==> src/rtl/fma16_sched_if.sv <==
// Request/response channel between two requesters and the shared fma16 scheduler.
// Operand and control lanes are packed per requester: lane i = [W*i +: W].
interface fma16_sched_if #(
    parameter int unsigned W = 16
);
    localparam int unsigned CTRL_W = 6;
    localparam int unsigned FLAG_W = 4;

    logic [1:0]          req_valid;
    logic [1:0]          req_ready;
    logic [2*W-1:0]      req_x;
    logic [2*W-1:0]      req_y;
    logic [2*W-1:0]      req_z;
    logic [2*CTRL_W-1:0] req_ctrl;
    logic [1:0]          rsp_valid;
    logic [1:0]          rsp_ready;
    logic [W-1:0]        rsp_result;
    logic [FLAG_W-1:0]   rsp_flags;

    modport master (
        output req_valid, req_x, req_y, req_z, req_ctrl, rsp_ready,
        input  req_ready, rsp_valid, rsp_result, rsp_flags
    );

    modport slave (
        input  req_valid, req_x, req_y, req_z, req_ctrl, rsp_ready,
        output req_ready, rsp_valid, rsp_result, rsp_flags
    );
endinterface

==> src/rtl/fma16_sched.sv <==
// Round-robin sequencer sharing one multi-cycle fma16 core between two requesters.
// One op in flight: IDLE grants, EXEC holds operands LATENCY cycles, RESP returns the result.
module fma16_sched #(
    parameter int unsigned W       = 16,
    parameter int unsigned LATENCY = 3,
    localparam int unsigned CTRL_W = 6,
    localparam int unsigned FLAG_W = 4
) (
    input  logic              clk,
    input  logic              reset,
    fma16_sched_if.slave      bus,
    output logic [W-1:0]      core_x_o,
    output logic [W-1:0]      core_y_o,
    output logic [W-1:0]      core_z_o,
    output logic [CTRL_W-1:0] core_ctrl_o,
    input  logic [W-1:0]      core_result_i,
    input  logic [FLAG_W-1:0] core_flags_i,
    output logic              busy_o
);
    localparam int unsigned CNT_W = $clog2(LATENCY + 1);

    typedef enum logic [1:0] {
        S_IDLE = 2'd0,
        S_EXEC = 2'd1,
        S_RESP = 2'd2
    } state_e;

    state_e              state_q, state_d;
    logic                rr_ptr_q, rr_ptr_d;
    logic                owner_q, owner_d;
    logic [CNT_W-1:0]    cnt_q, cnt_d;
    logic [W-1:0]        core_x_q, core_x_d;
    logic [W-1:0]        core_y_q, core_y_d;
    logic [W-1:0]        core_z_q, core_z_d;
    logic [CTRL_W-1:0]   core_ctrl_q, core_ctrl_d;
    logic [1:0]          rsp_valid_q, rsp_valid_d;
    logic [W-1:0]        rsp_result_q, rsp_result_d;
    logic [FLAG_W-1:0]   rsp_flags_q, rsp_flags_d;

    logic                grant;
    logic                grant_vld;
    logic                rsp_hs;
    logic                cnt_zero;
    logic [1:0]          req_ready_c;

    // Arbiter: rr_ptr has priority, otherwise the other requester; only offered in IDLE.
    always_comb begin
        grant     = rr_ptr_q;
        grant_vld = 1'b0;
        if (state_q == S_IDLE) begin
            if (bus.req_valid[rr_ptr_q]) begin
                grant_vld = 1'b1;
            end else if (bus.req_valid[~rr_ptr_q]) begin
                grant     = ~rr_ptr_q;
                grant_vld = 1'b1;
            end
        end
    end

    assign req_ready_c = grant_vld ? (grant ? 2'b10 : 2'b01) : 2'b00;
    assign rsp_hs      = (state_q == S_RESP) && bus.rsp_ready[owner_q] && rsp_valid_q[owner_q];
    assign cnt_zero    = (cnt_q == '0);

    always_ff @(posedge clk) begin
        if (reset) begin
            state_q <= S_IDLE;
        end else begin
            state_q <= state_d;
        end
    end

    always_comb begin
        state_d = state_q;
        case (state_q)
            S_IDLE:  if (grant_vld) state_d = S_EXEC;
            S_EXEC:  if (cnt_zero)  state_d = S_RESP;
            S_RESP:  if (rsp_hs)    state_d = S_IDLE;
            default: state_d = S_IDLE;
        endcase
    end

    // Datapath updates; everything holds by default, including core_* and rsp_* in IDLE.
    always_comb begin
        rr_ptr_d     = rr_ptr_q;
        owner_d      = owner_q;
        cnt_d        = cnt_q;
        core_x_d     = core_x_q;
        core_y_d     = core_y_q;
        core_z_d     = core_z_q;
        core_ctrl_d  = core_ctrl_q;
        rsp_valid_d  = rsp_valid_q;
        rsp_result_d = rsp_result_q;
        rsp_flags_d  = rsp_flags_q;
        case (state_q)
            S_IDLE: begin
                if (grant_vld) begin
                    owner_d     = grant;
                    cnt_d       = CNT_W'(LATENCY - 1);
                    core_x_d    = grant ? bus.req_x[2*W-1:W] : bus.req_x[W-1:0];
                    core_y_d    = grant ? bus.req_y[2*W-1:W] : bus.req_y[W-1:0];
                    core_z_d    = grant ? bus.req_z[2*W-1:W] : bus.req_z[W-1:0];
                    core_ctrl_d = grant ? bus.req_ctrl[2*CTRL_W-1:CTRL_W]
                                        : bus.req_ctrl[CTRL_W-1:0];
                end
            end
            S_EXEC: begin
                if (cnt_zero) begin
                    rsp_result_d = core_result_i;
                    rsp_flags_d  = core_flags_i;
                    rsp_valid_d  = owner_q ? 2'b10 : 2'b01;
                end else begin
                    cnt_d = cnt_q - CNT_W'(1);
                end
            end
            S_RESP: begin
                if (rsp_hs) begin
                    rsp_valid_d = 2'b00;
                    rr_ptr_d    = ~owner_q;
                end
            end
            default: ;
        endcase
    end

    always_ff @(posedge clk) begin
        if (reset) begin
            rr_ptr_q     <= 1'b0;
            owner_q      <= 1'b0;
            cnt_q        <= '0;
            core_x_q     <= '0;
            core_y_q     <= '0;
            core_z_q     <= '0;
            core_ctrl_q  <= '0;
            rsp_valid_q  <= 2'b00;
            rsp_result_q <= '0;
            rsp_flags_q  <= '0;
        end else begin
            rr_ptr_q     <= rr_ptr_d;
            owner_q      <= owner_d;
            cnt_q        <= cnt_d;
            core_x_q     <= core_x_d;
            core_y_q     <= core_y_d;
            core_z_q     <= core_z_d;
            core_ctrl_q  <= core_ctrl_d;
            rsp_valid_q  <= rsp_valid_d;
            rsp_result_q <= rsp_result_d;
            rsp_flags_q  <= rsp_flags_d;
        end
    end

    assign bus.req_ready  = req_ready_c;
    assign bus.rsp_valid  = rsp_valid_q;
    assign bus.rsp_result = rsp_result_q;
    assign bus.rsp_flags  = rsp_flags_q;
    assign core_x_o       = core_x_q;
    assign core_y_o       = core_y_q;
    assign core_z_o       = core_z_q;
    assign core_ctrl_o    = core_ctrl_q;
    assign busy_o         = (state_q != S_IDLE);
endmodule
==> src/flat_wrapper.sv <==
// flat-port wrapper written by rule: the top's interface ports become plain ports
module fma16_sched_flat 
#(
    parameter int unsigned W       = 16,
    parameter int unsigned LATENCY = 3,
    localparam int unsigned CTRL_W = 6,
    localparam int unsigned FLAG_W = 4
)
  (clk, reset, core_x_o, core_y_o, core_z_o, core_ctrl_o, core_result_i, core_flags_i, busy_o, bus_req_valid, bus_req_x, bus_req_y, bus_req_z, bus_req_ctrl, bus_rsp_ready, bus_req_ready, bus_rsp_valid, bus_rsp_result, bus_rsp_flags);
  fma16_sched_if #(.W(W)) bus_i ();
  input  logic clk;
  input  logic reset;
  output logic [W-1:0] core_x_o;
  output logic [W-1:0] core_y_o;
  output logic [W-1:0] core_z_o;
  output logic [CTRL_W-1:0] core_ctrl_o;
  input  logic [W-1:0] core_result_i;
  input  logic [FLAG_W-1:0] core_flags_i;
  output logic busy_o;
  input wire logic [$bits(bus_i.req_valid)-1:0] bus_req_valid;
  input wire logic [$bits(bus_i.req_x)-1:0] bus_req_x;
  input wire logic [$bits(bus_i.req_y)-1:0] bus_req_y;
  input wire logic [$bits(bus_i.req_z)-1:0] bus_req_z;
  input wire logic [$bits(bus_i.req_ctrl)-1:0] bus_req_ctrl;
  input wire logic [$bits(bus_i.rsp_ready)-1:0] bus_rsp_ready;
  output wire logic [$bits(bus_i.req_ready)-1:0] bus_req_ready;
  output wire logic [$bits(bus_i.rsp_valid)-1:0] bus_rsp_valid;
  output wire logic [$bits(bus_i.rsp_result)-1:0] bus_rsp_result;
  output wire logic [$bits(bus_i.rsp_flags)-1:0] bus_rsp_flags;
  assign bus_i.req_valid = bus_req_valid;
  assign bus_i.req_x = bus_req_x;
  assign bus_i.req_y = bus_req_y;
  assign bus_i.req_z = bus_req_z;
  assign bus_i.req_ctrl = bus_req_ctrl;
  assign bus_i.rsp_ready = bus_rsp_ready;
  assign bus_req_ready = bus_i.req_ready;
  assign bus_rsp_valid = bus_i.rsp_valid;
  assign bus_rsp_result = bus_i.rsp_result;
  assign bus_rsp_flags = bus_i.rsp_flags;
  fma16_sched #(.W(W), .LATENCY(LATENCY)) u_core (.clk(clk), .reset(reset), .bus(bus_i), .core_x_o(core_x_o), .core_y_o(core_y_o), .core_z_o(core_z_o), .core_ctrl_o(core_ctrl_o), .core_result_i(core_result_i), .core_flags_i(core_flags_i), .busy_o(busy_o));
endmodule
==> config.mk <==
export PLATFORM = sky130hd
export DESIGN_NAME = fma16_sched_flat
export DESIGN_NICKNAME = d
export VERILOG_FILES = /design/src/rtl/fma16_sched_if.sv /design/src/rtl/fma16_sched.sv /design/src/flat_wrapper.sv
export SDC_FILE = /design/constraint.sdc
export NUM_CORES = 1
export LEC_CHECK = 0
export ABC_CLOCK_PERIOD_IN_PS = 1400
export BUFFER_PORTS_ARGS = -buffer_cell sky130_fd_sc_hd__buf_2
export CAP_MARGIN = 10
export CORE_MARGIN = 2
export CORE_UTILIZATION = 40
export DETAILED_ROUTE_END_ITERATION = 12
export MAX_ROUTING_LAYER = met4
export PLACE_DENSITY = 0.78
export SYNTH_ARGS = -nofsm -noshare
export SYNTH_HDL_FRONTEND = slang
export SYNTH_SLANG_ARGS = --single-unit
==> constraint.sdc <==
create_clock -name clk -period 1.4 [get_ports clk]
set_clock_uncertainty 0.05 [all_clocks]
set_input_delay 0.07 -clock clk [delete_from_list [all_inputs] [get_ports clk]]
set_output_delay 0.07 -clock clk [all_outputs]
set_load 0.05 [all_outputs]
==> results of run 1 <==
-- power by group through the flow --
stage / sequential (mW) / clock [mW] / combinational, mW
6_report: 2.85 / 1.97 / 4.50
5_1_grt: 2.88 / 2.08 / 4.66
2_1_floorplan: 3.84 / 0 / 1.26
4_1_cts: 2.83 / 1.97 / 3.61
3_5_place_dp: 2.87 / 0 / 3.13
3_3_place_gp: 2.86 / 0 / 3.08
-- layout make-up --
cell class	count	area share [%]
clock inverter	6	1.28
timing repair buffer	377	41.7
multi-input combinational	311	29.2
sequential	82	23.5
tap	108	1.92
clock buffer	10	1.96
inverter	6	0.374
-- flip-flops by register name (all words and copies together), names as in the netlist --
register and cells:
u_core.state_q 2, u_core.bus.rsp_result 16, u_core.rr_ptr_q 1, u_core.core_y_o 16, u_core.bus.rsp_flags 4, u_core.owner_q 1
u_core.core_z_o 16, u_core.cnt_q 2, u_core.bus.rsp_valid 2, u_core.core_x_o 16, u_core.core_ctrl_o 6
-- what timing repair did --
action	in CTS	in global routing
pin swaps	2	54
endpoints found under the setup margin	39	80
resized for setup	20	95
hold buffers	128	0
buffers inserted	5	2
endpoints found under the hold margin	74	0
gates cloned	1	9
-- stage by stage --
stage / worst slack [ns] / hold slack [ns] / TNS [ns] / power (mW)
after floorplan: -0.00146 / 0.156 / -0.00146 / 5.10
after global placement: -0.00714 / 0.262 / -0.00714 / 5.94
after detailed placement: -0.0582 / 0.267 / -0.340 / 6.00
after CTS: -0.0585 / 0.00527 / -0.0847 / 8.42
after global routing: -0.201 / 0.0717 / -4.29 / 9.62
final: -0.113 / 0.0820 / -1.32 / 9.32
-- metal layers --
layer | vias up | GRT usage (%) | part of all wire, %
li1 | 2368 | - | -
met1 | 2512 | 36.6 | 34
met2 | 506 | 55.0 | 48
met3 | 118 | 8.01 | 11
met4 | 0 | 17.9 | 6.3
met5 | - | - | 0
-- cell families (layout without fill, tap and decap cells) --
logic type	Yosys count	count (layout)
flops	82	82
simple gates	170	170
compound gates	140	140
buf+inv	61	399
fa+ha+maj	1	1
-- worst min-delay path, delay by kind of cell --
kind | cells | cell delay (ns)
compound gates | 1 | 0.11
simple gates | 1 | 0.16
buf+inv | 1 | 0.10
-- cell usage in the layout, fill, tap and decap left out, types with 3 or more instances in the layout --
| cell type | count |
|---|---|
| sky130_fd_sc_hd__nand3_4 | 3 |
| sky130_fd_sc_hd__nand2_1 | 29 |
| sky130_fd_sc_hd__a21oi_2 | 14 |
| sky130_fd_sc_hd__nand2_4 | 10 |
| sky130_fd_sc_hd__buf_12 | 9 |
| sky130_fd_sc_hd__buf_2 | 209 |
| sky130_fd_sc_hd__o21ai_1 | 12 |
| sky130_fd_sc_hd__nand2_2 | 4 |
| sky130_fd_sc_hd__clkbuf_8 | 10 |
| sky130_fd_sc_hd__inv_2 | 3 |
| sky130_fd_sc_hd__nand3_1 | 34 |
| sky130_fd_sc_hd__dlygate4sd3_1 | 128 |
| sky130_fd_sc_hd__nand3b_1 | 3 |
| sky130_fd_sc_hd__buf_4 | 12 |
| sky130_fd_sc_hd__dfxtp_2 | 3 |
| sky130_fd_sc_hd__buf_6 | 9 |
| sky130_fd_sc_hd__o21ai_0 | 44 |
| sky130_fd_sc_hd__clkbuf_16 | 5 |
| sky130_fd_sc_hd__nand4_1 | 55 |
| sky130_fd_sc_hd__a21oi_1 | 11 |
| sky130_fd_sc_hd__nand3_2 | 22 |
| sky130_fd_sc_hd__dfxtp_1 | 77 |
| sky130_fd_sc_hd__a31oi_1 | 52 |
| sky130_fd_sc_hd__buf_8 | 3 |
-- worst paths after layout --
path	to	depth (start not counted)
worst max register to register	u_core.core_x_o[1]$_SDFFE_PP0P_	5
worst max-delay path	u_core.core_x_o[1]$_SDFFE_PP0P_	5
worst min register to register	u_core.bus.rsp_result[10]$_SDFFE_PP0P_	2
worst min-delay path	u_core.rr_ptr_q$_SDFFE_PP0P_	3
-- cell usage after synthesis --
cell / instances
sky130_fd_sc_hd__dfxtp_1: 82
sky130_fd_sc_hd__nand3_1: 59
sky130_fd_sc_hd__o21ai_0: 56
sky130_fd_sc_hd__nand4_1: 55
sky130_fd_sc_hd__a31oi_1: 54
sky130_fd_sc_hd__nand2_1: 43
sky130_fd_sc_hd__clkbuf_1: 29
sky130_fd_sc_hd__a21oi_1: 25
sky130_fd_sc_hd__buf_2: 11
sky130_fd_sc_hd__buf_4: 6
sky130_fd_sc_hd__buf_6: 6
sky130_fd_sc_hd__inv_1: 6
sky130_fd_sc_hd__buf_1: 3
sky130_fd_sc_hd__nand2b_1: 3
sky130_fd_sc_hd__nand3b_1: 3
sky130_fd_sc_hd__nor2_1: 2
sky130_fd_sc_hd__o211ai_1: 2
sky130_fd_sc_hd__o32ai_1: 2
sky130_fd_sc_hd__a211oi_4: 1
sky130_fd_sc_hd__and2_1: 1
sky130_fd_sc_hd__and3b_1: 1
sky130_fd_sc_hd__and4_1: 1
sky130_fd_sc_hd__ha_1: 1
sky130_fd_sc_hd__or3_1: 1
sky130_fd_sc_hd__or3b_2: 1
==> report_table.html, run 1 <==
<table>
<tr><th>Metric</th><th>Value</th></tr>
<tr><th colspan="2">Worst setup path</th></tr>
<tr><td>Slack of the worst reg-to-reg path</td><td>-0.11 ns</td></tr>
<tr><td>Kind of capture point of the worst setup path</td><td>flop</td></tr>
<tr><td>Data arrival, critical path</td><td>about 1.7 ns</td></tr>
<tr><td>Cell family contributing the most delay on the critical path</td><td>compound AO/OA/AOI/OAI gates</td></tr>
<tr><td>Worst setup path category</td><td>flop to flop</td></tr>
<tr><td>CP Max Fanout</td><td>8</td></tr>
<tr><td>Sort of element at the start of the critical path</td><td>flop</td></tr>
<tr><td>Data required time at the worst endpoint</td><td>1.61 ns</td></tr>
<tr><td>Worst-path cell with the longest stage delay</td><td>sky130_fd_sc_hd__dfxtp_4</td></tr>
<tr><td>Chain of cells forming the critical path</td><td>a211oi_4 &gt; buf_6 &gt; clkbuf_16 &gt; nand3_2 &gt; a31oi_1</td></tr>
<tr><td>Reg-to-Reg Start</td><td>u_core.state_q[0]$_SDFFE_PP0P_</td></tr>
<tr><td>WP buf/inv</td><td>2</td></tr>
<tr><td>Slowest stage delay, CP</td><td>~0.38 ns</td></tr>
<tr><td>Worst Setup SP</td><td>u_core.state_q[0]$_SDFFE_PP0P_</td></tr>
<tr><th colspan="2">Synthesis</th></tr>
<tr><td>Share of synthesized area spent on multiplexers</td><td>0%</td></tr>
<tr><td>Share of the yosys chip area belonging to registers</td><td>45.0%</td></tr>
<tr><td>Gate count after technology mapping</td><td>454</td></tr>
<tr><td>Yosys top cell area share</td><td>45.0%</td></tr>
<tr><td>Mapped Avg Cell Area</td><td>8.04 um^2</td></tr>
<tr><td>Netlist cell types</td><td>25</td></tr>
<tr><td>Synthesis warning total</td><td>0</td></tr>
<tr><td>Post-Syn Area</td><td>roughly 3600 um^2</td></tr>
<tr><td>Synthesized Nets</td><td>589</td></tr>
<tr><td>Largest area contributor in the netlist</td><td>sky130_fd_sc_hd__dfxtp_1</td></tr>
<tr><td>Dominant combinational cell family by area after synthesis</td><td>simple AND/OR/NAND/NOR gates</td></tr>
<tr><td>Synth Area in XOR/XNOR</td><td>0%</td></tr>
<tr><td>Most area-consuming cells after synthesis</td><td>sky130_fd_sc_hd__dfxtp_1 (45%), sky130_fd_sc_hd__nand4_1 (9.4%), sky130_fd_sc_hd__a31oi_1 (9.3%)</td></tr>
<tr><td>Share of synthesized cell area in full adder, half adder and majority cells</td><td>0.343%</td></tr>
<tr><td>Synth Area in Compound Gates</td><td>approximately 22%</td></tr>
<tr><td>Basic-gate share of the synthesized area counting and, or, nand and nor cells</td><td>24.3%</td></tr>
<tr><td>Number of synthesized register bits</td><td>82</td></tr>
<tr><th colspan="2">Clock tree</th></tr>
<tr><td>Skew-Pair Late Insertion Delay</td><td>between 0.3 and 0.4 ns</td></tr>
<tr><td>Bufs on Longest Clock Path</td><td>2</td></tr>
<tr><td>Clock sink count</td><td>82</td></tr>
<tr><td>H-tree levels</td><td>3</td></tr>
<tr><td>Clock-pin transition on the worst setup and hold timing paths</td><td>about 0.10 ns</td></tr>
<tr><td>Clock tree from TritonCTS</td><td>yes</td></tr>
<tr><td>CTS Root Buffer Type</td><td>sky130_fd_sc_hd__clkbuf_8</td></tr>
<tr><td>Number of buffers created by CTS</td><td>9</td></tr>
<tr><th colspan="2">STA</th></tr>
<tr><td>RSZ-0062 raised after global routing</td><td>true</td></tr>
<tr><td>Final Max Tran Viols</td><td>0</td></tr>
<tr><td>Final setup viols</td><td>39</td></tr>
<tr><td>Measured slew at the worst slew-check pin</td><td>0.396 ns</td></tr>
<tr><td>FMAX</td><td>661 MHz</td></tr>
<tr><td>Final Hold Vio Count</td><td>0</td></tr>
<tr><td>Normalized max-slew margin</td><td>between 70% and 80%</td></tr>
<tr><td>Minimum clock period after layout</td><td>1.51 ns</td></tr>
<tr><td>Final worst setup slack</td><td>-0.113 ns</td></tr>
<tr><td>Portion of the clock cycle consumed by the worst path in the final layout</td><td>108%</td></tr>
<tr><th colspan="2">Die</th></tr>
<tr><td>Overall die area</td><td>9900 um^2</td></tr>
<tr><td>Number of core rows</td><td>34</td></tr>
<tr><td>Initial Utilization</td><td>41.6%</td></tr>
<tr><td>Height of the die</td><td>99.5 um</td></tr>
<tr><td>Number of ports placed on the die boundary</td><td>213</td></tr>
<tr><td>Total core area</td><td>approximately 8800 um^2</td></tr>
<tr><td>X dimension of the die</td><td>99.5 um</td></tr>
<tr><th colspan="2">Final layout</th></tr>
<tr><td>Share of post-route cells with drive strength above 1</td><td>42.6%</td></tr>
<tr><td>Storage element area</td><td>1650 um^2</td></tr>
<tr><td>Final core utilization</td><td>80.1%</td></tr>
<tr><td>Fin area</td><td>roughly 7000 um^2</td></tr>
<tr><td>Antenna fix cells</td><td>0</td></tr>
<tr><td>Area taken by multi-input logic gates</td><td>2050 um^2</td></tr>
<tr><td>Final instance count without filler cells</td><td>900</td></tr>
<tr><td>Final-stage net count</td><td>922</td></tr>
<tr><td>Number of filler cells placed in the layout</td><td>524</td></tr>
<tr><td>Layout Area Growth over Synthesis</td><td>92.5%</td></tr>
<tr><th colspan="2">Place</th></tr>
<tr><td>Placed cell area</td><td>4860 um^2</td></tr>
<tr><td>Placed Cells incl. Taps</td><td>741</td></tr>
<tr><td>Routability congestion estimate from global placement</td><td>0.791</td></tr>
<tr><td>Port Buffers</td><td>212</td></tr>
<tr><td>Placed wire-length estimate after detailed placement</td><td>8.15 mm</td></tr>
<tr><th colspan="2">Global route</th></tr>
<tr><td>Antenna violations before repair</td><td>0</td></tr>
<tr><td>Largest net degree at the start of global routing</td><td>58</td></tr>
<tr><td>Overall overflow remaining after global route</td><td>0</td></tr>
<tr><td>Wire length of the first global-routing pass</td><td>~26 mm</td></tr>
<tr><td>Via count of the first global-routing pass</td><td>5353</td></tr>
<tr><td>Total GRT Usage</td><td>between 30% and 40%</td></tr>
<tr><th colspan="2">Pwr</th></tr>
<tr><td>Clock network power share</td><td>about a fifth</td></tr>
<tr><td>IR drop worst, VDD</td><td>0.818 mV</td></tr>
<tr><td>Static power due to leakage</td><td>3.02 nW</td></tr>
<tr><td>Switching power as a share of total power</td><td>around 42%</td></tr>
<tr><td>Gate power share</td><td>approximately half</td></tr>
<tr><td>Fraction of power consumed by sequential logic</td><td>30.6%</td></tr>
<tr><td>Cell internal power dissipation</td><td>5.39 mW</td></tr>
<tr><td>Switching pwr</td><td>3.92 mW</td></tr>
<tr><td>Pwr dens</td><td>roughly 1300 nW/um^2</td></tr>
<tr><th colspan="2">Route</th></tr>
<tr><td>Routed wire length per instance</td><td>approximately 21 um</td></tr>
<tr><td>Pre-antenna DRT Iters</td><td>5</td></tr>
<tr><td>First-iteration detailed-routing DRC count</td><td>581</td></tr>
<tr><td>Number of nets still failing antenna checks after routing</td><td>0</td></tr>
<tr><td>Final routed DRC violation total</td><td>0</td></tr>
<tr><td>Detailed-route via count</td><td>5504</td></tr>
<tr><td>Final WL</td><td>18.8 mm</td></tr>
<tr><td>Average vias per placed instance</td><td>6.12</td></tr>
<tr><th colspan="2">Job</th></tr>
<tr><td>Max Cap Violations</td><td>0</td></tr>
<tr><th colspan="2">Worst hold path</th></tr>
<tr><td>Hold Crit Class</td><td>input port to flop</td></tr>
<tr><td>Start point of the worst hold path</td><td>bus_rsp_ready[0]</td></tr>
<tr><th colspan="2">Status</th></tr>
<tr><td>Result of the run</td><td>complete, but fails checks</td></tr>
<tr><td>Violations in the final reports</td><td>negative setup slack</td></tr>
</table>
Note: power is estimated with default switching activity, not from simulation.
==> run 2, diff against run 1 <==
--- a/config.mk
+++ b/config.mk
@@ -10,9 +10,10 @@
 export CAP_MARGIN = 10
 export CORE_MARGIN = 2
 export CORE_UTILIZATION = 40
+export CTS_CLUSTER_DIAMETER = 150
 export DETAILED_ROUTE_END_ITERATION = 12
 export MAX_ROUTING_LAYER = met4
-export PLACE_DENSITY = 0.78
+export PLACE_DENSITY_LB_ADDON = 0.12
 export SYNTH_ARGS = -nofsm -noshare
 export SYNTH_HDL_FRONTEND = slang
 export SYNTH_SLANG_ARGS = --single-unit
==> report_table.html, run 2 (synthesized netlist as in run 1, its figures left out) <==
<table>
<tr><th>Metric</th><th>Value</th></tr>
<tr><th colspan="2">Final layout</th></tr>
<tr><td>Leading cell types in the layout, fill and taps excluded</td><td>sky130_fd_sc_hd__buf_2 (209), sky130_fd_sc_hd__dlygate4sd3_1 (129), sky130_fd_sc_hd__dfxtp_1 (77), sky130_fd_sc_hd__nand3_1 (57)</td></tr>
<tr><td>Final-stage net count</td><td>923</td></tr>
<tr><td>Leading cell type in the layout, fill and taps excluded</td><td>sky130_fd_sc_hd__buf_2</td></tr>
<tr><td>Share of post-route cells with drive strength above 1</td><td>39.8%</td></tr>
<tr><td>Layout Area Growth over Synthesis</td><td>85.8%</td></tr>
<tr><td>Number of filler cells placed in the layout</td><td>between 500 and 600</td></tr>
<tr><td>Antenna fix cells</td><td>0</td></tr>
<tr><td>Final core utilization</td><td>between 70% and 80%</td></tr>
<tr><th colspan="2">Global route</th></tr>
<tr><td>Total GRT Usage</td><td>30.9%</td></tr>
<tr><td>Wire length of the first global-routing pass</td><td>24.1 mm</td></tr>
<tr><td>Largest net degree at the start of global routing</td><td>58</td></tr>
<tr><td>Antenna violations before repair</td><td>0</td></tr>
<tr><td>Via count of the first global-routing pass</td><td>between 5000 and 6000</td></tr>
<tr><td>Overall overflow remaining after global route</td><td>0</td></tr>
<tr><th colspan="2">STA</th></tr>
<tr><td>Portion of the clock cycle consumed by the worst path in the final layout</td><td>109%</td></tr>
<tr><td>RSZ-0062 raised after global routing</td><td>true</td></tr>
<tr><td>Final Max Tran Viols</td><td>0</td></tr>
<tr><td>Measured slew at the worst slew-check pin</td><td>~1.2 ns</td></tr>
<tr><td>Final Hold Vio Count</td><td>0</td></tr>
<tr><td>Minimum clock period after layout</td><td>~1.5 ns</td></tr>
<tr><td>FMAX</td><td>655 MHz</td></tr>
<tr><td>Final setup viols</td><td>34</td></tr>
<tr><td>Normalized max-slew margin</td><td>22.5%</td></tr>
<tr><td>Final worst setup slack</td><td>-0.126 ns</td></tr>
<tr><th colspan="2">Worst setup path</th></tr>
<tr><td>WP buf/inv</td><td>2</td></tr>
<tr><td>CP Max Fanout</td><td>4</td></tr>
<tr><td>Data arrival, critical path</td><td>about 1.4 ns</td></tr>
<tr><td>Kind of capture point of the worst setup path</td><td>output port</td></tr>
<tr><td>Slowest stage delay, CP</td><td>0.37 ns</td></tr>
<tr><td>Worst setup path category</td><td>flop to output port</td></tr>
<tr><td>Data required time at the worst endpoint</td><td>1.28 ns</td></tr>
<tr><td>Worst-path cell with the longest stage delay</td><td>sky130_fd_sc_hd__dfxtp_4</td></tr>
<tr><td>Chain of cells forming the critical path</td><td>a211oi_4 &gt; buf_12 &gt; and2_4 &gt; buf_8</td></tr>
<tr><td>Cell family contributing the most delay on the critical path</td><td>flip-flops</td></tr>
<tr><td>Sort of element at the start of the critical path</td><td>flop</td></tr>
<tr><th colspan="2">Route</th></tr>
<tr><td>First-iteration detailed-routing DRC count</td><td>approximately 390</td></tr>
<tr><td>Average vias per placed instance</td><td>5.80</td></tr>
<tr><td>Number of nets still failing antenna checks after routing</td><td>0</td></tr>
<tr><td>Final WL</td><td>16.4 mm</td></tr>
<tr><td>Routed wire length per instance</td><td>18.2 um</td></tr>
<tr><td>Detailed-route via count</td><td>between 5000 and 6000</td></tr>
<tr><td>Final routed DRC violation total</td><td>0</td></tr>
<tr><td>Pre-antenna DRT Iters</td><td>6</td></tr>
<tr><th colspan="2">Die</th></tr>
<tr><td>Initial Utilization</td><td>roughly two fifths</td></tr>
<tr><td>Overall die area</td><td>9900 um^2</td></tr>
<tr><td>Number of ports placed on the die boundary</td><td>~210</td></tr>
<tr><td>Total core area</td><td>8760 um^2</td></tr>
<tr><td>X dimension of the die</td><td>roughly 100 um</td></tr>
<tr><td>Number of core rows</td><td>34</td></tr>
<tr><td>Height of the die</td><td>99.5 um</td></tr>
<tr><th colspan="2">Status</th></tr>
<tr><td>Result of the run</td><td>complete, but fails checks</td></tr>
<tr><td>Violations in the final reports</td><td>negative setup slack</td></tr>
<tr><th colspan="2">Clock tree</th></tr>
<tr><td>Clock-pin transition on the worst setup and hold timing paths</td><td>0.08 ns</td></tr>
<tr><td>CTS Root Buffer Type</td><td>sky130_fd_sc_hd__clkbuf_8</td></tr>
<tr><td>H-tree levels</td><td>3</td></tr>
<tr><td>Clock tree from TritonCTS</td><td>yes</td></tr>
<tr><td>Skew-Pair Late Insertion Delay</td><td>0.33 ns</td></tr>
<tr><td>Bufs on Longest Clock Path</td><td>2</td></tr>
<tr><td>Clock sink count</td><td>82</td></tr>
<tr><td>Number of buffers created by CTS</td><td>9</td></tr>
<tr><th colspan="2">Pwr</th></tr>
<tr><td>Static power due to leakage</td><td>2.94 nW</td></tr>
<tr><td>IR drop worst, VDD</td><td>0.820 mV</td></tr>
<tr><td>Pwr dens</td><td>1270 nW/um^2</td></tr>
<tr><td>Total power after layout</td><td>about 8.6 mW</td></tr>
<tr><th colspan="2">Place</th></tr>
<tr><td>Port Buffers</td><td>212</td></tr>
<tr><td>Routability congestion estimate from global placement</td><td>0.850</td></tr>
<tr><td>Placed wire-length estimate after detailed placement</td><td>between 8 and 9 mm</td></tr>
<tr><th colspan="2">Job</th></tr>
<tr><td>Max Cap Violations</td><td>0</td></tr>
<tr><th colspan="2">Worst hold path</th></tr>
<tr><td>Hold Crit Class</td><td>input port to flop</td></tr>
</table>
-- run 2: worst register-to-register path, stage by stage (launching register included) --
cell,delay (ns)
sky130_fd_sc_hd__dfxtp_4,0.37
sky130_fd_sc_hd__a211oi_4,0.27
sky130_fd_sc_hd__buf_12,0.15
sky130_fd_sc_hd__buf_12,0.13
sky130_fd_sc_hd__buf_12,0.13
sky130_fd_sc_hd__nand3_1,0.09
sky130_fd_sc_hd__a31oi_1,0.22
-- run 2: cell type report --
class	instances	area (um^2)	share of cell area, %
repair buffers	378	2900	42.8
multi-input cells	311	1900	28.0
flip-flops and latches	82	1660	24.4
clock buffers	11	141	2.09
well taps	108	135	1.99
inverters	6	28.8	0.425
clock inverters	3	17.5	0.258
-- run 2: final timing paths --
path                                                             from                                     to  slack [ns]  cells past startpoint
worst max-delay path                   u_core.state_q[1]$_SDFFE_PP0P_                       bus_req_ready[0]       -0.13                      4
worst min-delay path                                 bus_rsp_ready[0]           u_core.rr_ptr_q$_SDFFE_PP0P_        0.02                      3
worst max register to register         u_core.state_q[1]$_SDFFE_PP0P_        u_core.core_z_o[8]$_SDFFE_PP0P_       -0.09                      6
worst min register to register  u_core.bus.rsp_result[9]$_SDFFE_PP0P_  u_core.bus.rsp_result[9]$_SDFFE_PP0P_        0.41                      2
-- run 2: per-layer routing --
metal / vias to the layer above / GRT usage, % / part of all wire, %
met2: 347 / 51.7 / 51
met1: 2411 / 33.8 / 36
li1: 2360 / - / -
met3: 100 / 5.06 / 6.7
met4: 0 / 20.4 / 6.0
met5: - / - / 0
-- run 2: where the power goes --
group | internal (mW) | total, mW | switching, mW
registers | 2.65 | 2.83 | 0.176
clock network | 0.669 | 1.48 | 0.807
logic | 1.66 | 4.29 | 2.62
-- run 2: what timing repair did --
item,in CTS,in global routing
buffers inserted,5,2
endpoints found under the setup margin,51,62
hold buffers,128,1
endpoints found under the hold margin,74,1
pin swaps,2,37
resized for setup,19,62
gates cloned,0,7
-- run 2: metrics by stage --
stage | TNS, ns | setup WS, ns | cell area [um^2] | instances | hold WS, ns
floorplan | -0.00146 | -0.00146 | 3660 | 454 | 0.156
global placement | -6.80 | -0.136 | 4870 | 744 | 0.265
detailed placement | -8.55 | -0.183 | 4870 | 744 | 0.272
CTS | -1.28 | -0.118 | 6390 | 890 | 0.00575
global route | -3.98 | -0.171 | 6780 | 899 | 0.0380
finish | -0.996 | -0.126 | 6780 | 899 | 0.0184
==> run 3, diff against run 2 <==
--- a/config.mk
+++ b/config.mk
@@ -8,8 +8,10 @@
 export ABC_CLOCK_PERIOD_IN_PS = 1400
 export BUFFER_PORTS_ARGS = -buffer_cell sky130_fd_sc_hd__buf_2
 export CAP_MARGIN = 10
+export CELL_PAD_IN_SITES_DETAIL_PLACEMENT = 1
+export CELL_PAD_IN_SITES_GLOBAL_PLACEMENT = 2
 export CORE_MARGIN = 2
-export CORE_UTILIZATION = 40
+export CORE_UTILIZATION = 20
 export CTS_CLUSTER_DIAMETER = 150
 export DETAILED_ROUTE_END_ITERATION = 12
 export MAX_ROUTING_LAYER = met4
==> report_table.html, run 3 (synthesized netlist as in run 1, its figures left out) <==
<table>
<tr><th>Metric</th><th>Value</th></tr>
<tr><th colspan="2">Final layout</th></tr>
<tr><td>Final-stage net count</td><td>922</td></tr>
<tr><td>Leading cell types in the layout, fill and taps excluded</td><td>sky130_fd_sc_hd__buf_2 (209), sky130_fd_sc_hd__dlygate4sd3_1 (126), sky130_fd_sc_hd__dfxtp_1 (77), sky130_fd_sc_hd__nand3_1 (57)</td></tr>
<tr><td>Layout Area Growth over Synthesis</td><td>95.4%</td></tr>
<tr><td>Final instance count without filler cells</td><td>1021</td></tr>
<tr><td>Leading cell type in the layout, fill and taps excluded</td><td>sky130_fd_sc_hd__buf_2</td></tr>
<tr><td>Share of post-route cells with drive strength above 1</td><td>just over 40%</td></tr>
<tr><td>Fin area</td><td>7130 um^2</td></tr>
<tr><th colspan="2">Route</th></tr>
<tr><td>Pre-antenna DRT Iters</td><td>4</td></tr>
<tr><td>First-iteration detailed-routing DRC count</td><td>193</td></tr>
<tr><td>Final WL</td><td>18.7 mm</td></tr>
<tr><td>Final routed DRC violation total</td><td>0</td></tr>
<tr><td>Average vias per placed instance</td><td>between 4 and 5</td></tr>
<tr><td>Detailed-route via count</td><td>5037</td></tr>
<tr><td>Routed wire length per instance</td><td>around 18 um</td></tr>
<tr><td>Number of nets still failing antenna checks after routing</td><td>0</td></tr>
<tr><th colspan="2">STA</th></tr>
<tr><td>Worst hold slack after final layout</td><td>0.0107 ns</td></tr>
<tr><td>Measured slew at the worst slew-check pin</td><td>0.495 ns</td></tr>
<tr><td>Normalized max-slew margin</td><td>67.0%</td></tr>
<tr><td>FMAX</td><td>663 MHz</td></tr>
<tr><td>RSZ-0062 raised after global routing</td><td>true</td></tr>
<tr><td>Final Hold Vio Count</td><td>0</td></tr>
<tr><td>Final setup viols</td><td>47</td></tr>
<tr><td>Setup total negative slack</td><td>-1.61 ns</td></tr>
<tr><td>Final worst setup slack</td><td>-0.107 ns</td></tr>
<tr><td>Final Max Tran Viols</td><td>0</td></tr>
<tr><td>Minimum clock period after layout</td><td>1.51 ns</td></tr>
<tr><td>Portion of the clock cycle consumed by the worst path in the final layout</td><td>108%</td></tr>
<tr><th colspan="2">Clock tree</th></tr>
<tr><td>CTS Root Buffer Type</td><td>sky130_fd_sc_hd__clkbuf_16</td></tr>
<tr><td>Number of buffers created by CTS</td><td>9</td></tr>
<tr><td>Clock tree from TritonCTS</td><td>yes</td></tr>
<tr><td>Skew-Pair Late Insertion Delay</td><td>0.34 ns</td></tr>
<tr><td>Clock-pin transition on the worst setup and hold timing paths</td><td>0.06 ns</td></tr>
<tr><td>H-tree levels</td><td>3</td></tr>
<tr><td>Bufs on Longest Clock Path</td><td>2</td></tr>
<tr><td>Clock sink count</td><td>82</td></tr>
<tr><th colspan="2">Die</th></tr>
<tr><td>Height of the die</td><td>139 um</td></tr>
<tr><td>Total core area</td><td>around 18000 um^2</td></tr>
<tr><td>Initial Utilization</td><td>approximately 20%</td></tr>
<tr><td>Number of ports placed on the die boundary</td><td>213</td></tr>
<tr><td>X dimension of the die</td><td>139 um</td></tr>
<tr><td>Overall die area</td><td>roughly 19000 um^2</td></tr>
<tr><td>Number of core rows</td><td>49</td></tr>
<tr><th colspan="2">Place</th></tr>
<tr><td>Placed Cells incl. Taps</td><td>just under 900</td></tr>
<tr><td>Placed wire-length estimate after detailed placement</td><td>about 11 mm</td></tr>
<tr><td>Placed cell area</td><td>5050 um^2</td></tr>
<tr><td>Port Buffers</td><td>212</td></tr>
<tr><td>Routability congestion estimate from global placement</td><td>0.762</td></tr>
<tr><th colspan="2">Worst setup path</th></tr>
<tr><td>Sort of element at the start of the critical path</td><td>flop</td></tr>
<tr><td>WP buf/inv</td><td>2</td></tr>
<tr><td>Slack of the worst reg-to-reg path</td><td>-0.08 ns</td></tr>
<tr><td>Slowest stage delay, CP</td><td>0.37 ns</td></tr>
<tr><td>Worst setup path category</td><td>flop to output port</td></tr>
<tr><td>Worst-path cell with the longest stage delay</td><td>sky130_fd_sc_hd__dfxtp_4</td></tr>
<tr><td>Kind of capture point of the worst setup path</td><td>output port</td></tr>
<tr><td>Chain of cells forming the critical path</td><td>a211oi_4 &gt; buf_6 &gt; and2_4 &gt; buf_8</td></tr>
<tr><td>Data arrival, critical path</td><td>1.39 ns</td></tr>
<tr><td>Cell family contributing the most delay on the critical path</td><td>flip-flops</td></tr>
<tr><td>CP Max Fanout</td><td>4</td></tr>
<tr><td>Data required time at the worst endpoint</td><td>1.28 ns</td></tr>
<tr><th colspan="2">Global route</th></tr>
<tr><td>Antenna violations before repair</td><td>1</td></tr>
<tr><td>Wire length of the first global-routing pass</td><td>28.7 mm</td></tr>
<tr><td>GRT Max-Usage Layer</td><td>met2</td></tr>
<tr><td>Largest net degree at the start of global routing</td><td>49</td></tr>
<tr><td>Via count of the first global-routing pass</td><td>around 5400</td></tr>
<tr><td>Total GRT Usage</td><td>roughly a fifth</td></tr>
<tr><td>GRT met2 Usage</td><td>32.8%</td></tr>
<tr><td>Overall overflow remaining after global route</td><td>0</td></tr>
<tr><td>Global-route track usage on met1</td><td>between 20 and 25%</td></tr>
<tr><td>Global-route met3 utilization</td><td>roughly 3.6%</td></tr>
<tr><th colspan="2">Pwr</th></tr>
<tr><td>Static power due to leakage</td><td>3.06 nW</td></tr>
<tr><td>IR drop worst, VDD</td><td>0.774 mV</td></tr>
<tr><td>Pwr dens</td><td>1360 nW/um^2</td></tr>
<tr><th colspan="2">Status</th></tr>
<tr><td>Result of the run</td><td>complete, but fails checks</td></tr>
<tr><td>Violations in the final reports</td><td>negative setup slack</td></tr>
<tr><th colspan="2">Job</th></tr>
<tr><td>Max Cap Violations</td><td>0</td></tr>
<tr><th colspan="2">Worst hold path</th></tr>
<tr><td>Hold Crit Class</td><td>input port to flop</td></tr>
</table>
## run 3: cell type report
type,instances,area [um^2]
Clock buffer,13,270
Timing Repair Buffer,377,2890
Clock inverter,2,35.0
Antenna cell,1,2.50
Fill cell,2114,10800
Inverter,6,28.8
Tap cell,229,287
Sequential cell,82,1650
Multi-Input combinational cell,311,1960
## run 3: routing by layer
metal | vias to the layer above | routed length (um)
met2 | 159 | 9510
met3 | 48 | 842
met1 | 2465 | 7800
met5 | - | 0
met4 | 0 | 591
li1 | 2365 | -
## run 3: path summary, 6_finish.rpt
kind | startpoint | endpoint | depth (start not counted)
worst max-delay path | u_core.state_q[1]$_SDFFE_PP0P_ | bus_req_ready[0] | 4
worst min-delay path | reset | u_core.state_q[1]$_SDFFE_PP0P_ | 2
worst max register to register | u_core.state_q[1]$_SDFFE_PP0P_ | u_core.core_y_o[9]$_SDFFE_PP0P_ | 6
worst min register to register | u_core.bus.rsp_flags[1]$_SDFFE_PP0P_ | u_core.bus.rsp_flags[1]$_SDFFE_PP0P_ | 2
## run 3: what timing repair did
action,in CTS,in global routing
hold endpoints to repair,74,0
gates cloned,1,4
gates resized for setup,26,72
pin swaps,3,54
hold buffers,126,0
endpoints found under the setup margin,80,81
buffers inserted,7,1
## run 3: worst register-to-register path, delay by kind of cell, from the launching register on
family                 cells  cell delay [ns]
flip-flops                 1             0.37
buffers and inverters      3             0.46
AO/OA/AOI/OAI              2             0.44
AND/OR/NAND/NOR            1             0.08
## run 3: power breakdown
group | internal, mW | total [mW] | switching [mW]
logic | 1.64 | 4.34 | 2.70
clock network | 1.52 | 2.50 | 0.981
registers | 2.66 | 2.83 | 0.176
## run 3: metrics by stage
stage / power [mW] / utilization (%) / worst slack, ns
floorplan: 5.10 / - / -0.00146
global placement: 6.23 / 28.2 / -0.0364
detailed placement: 6.27 / 28.2 / -0.101
CTS: 9.35 / 37.8 / -0.108
global route: 10.2 / 39.8 / -0.168
finish: 9.68 / 39.8 / -0.107
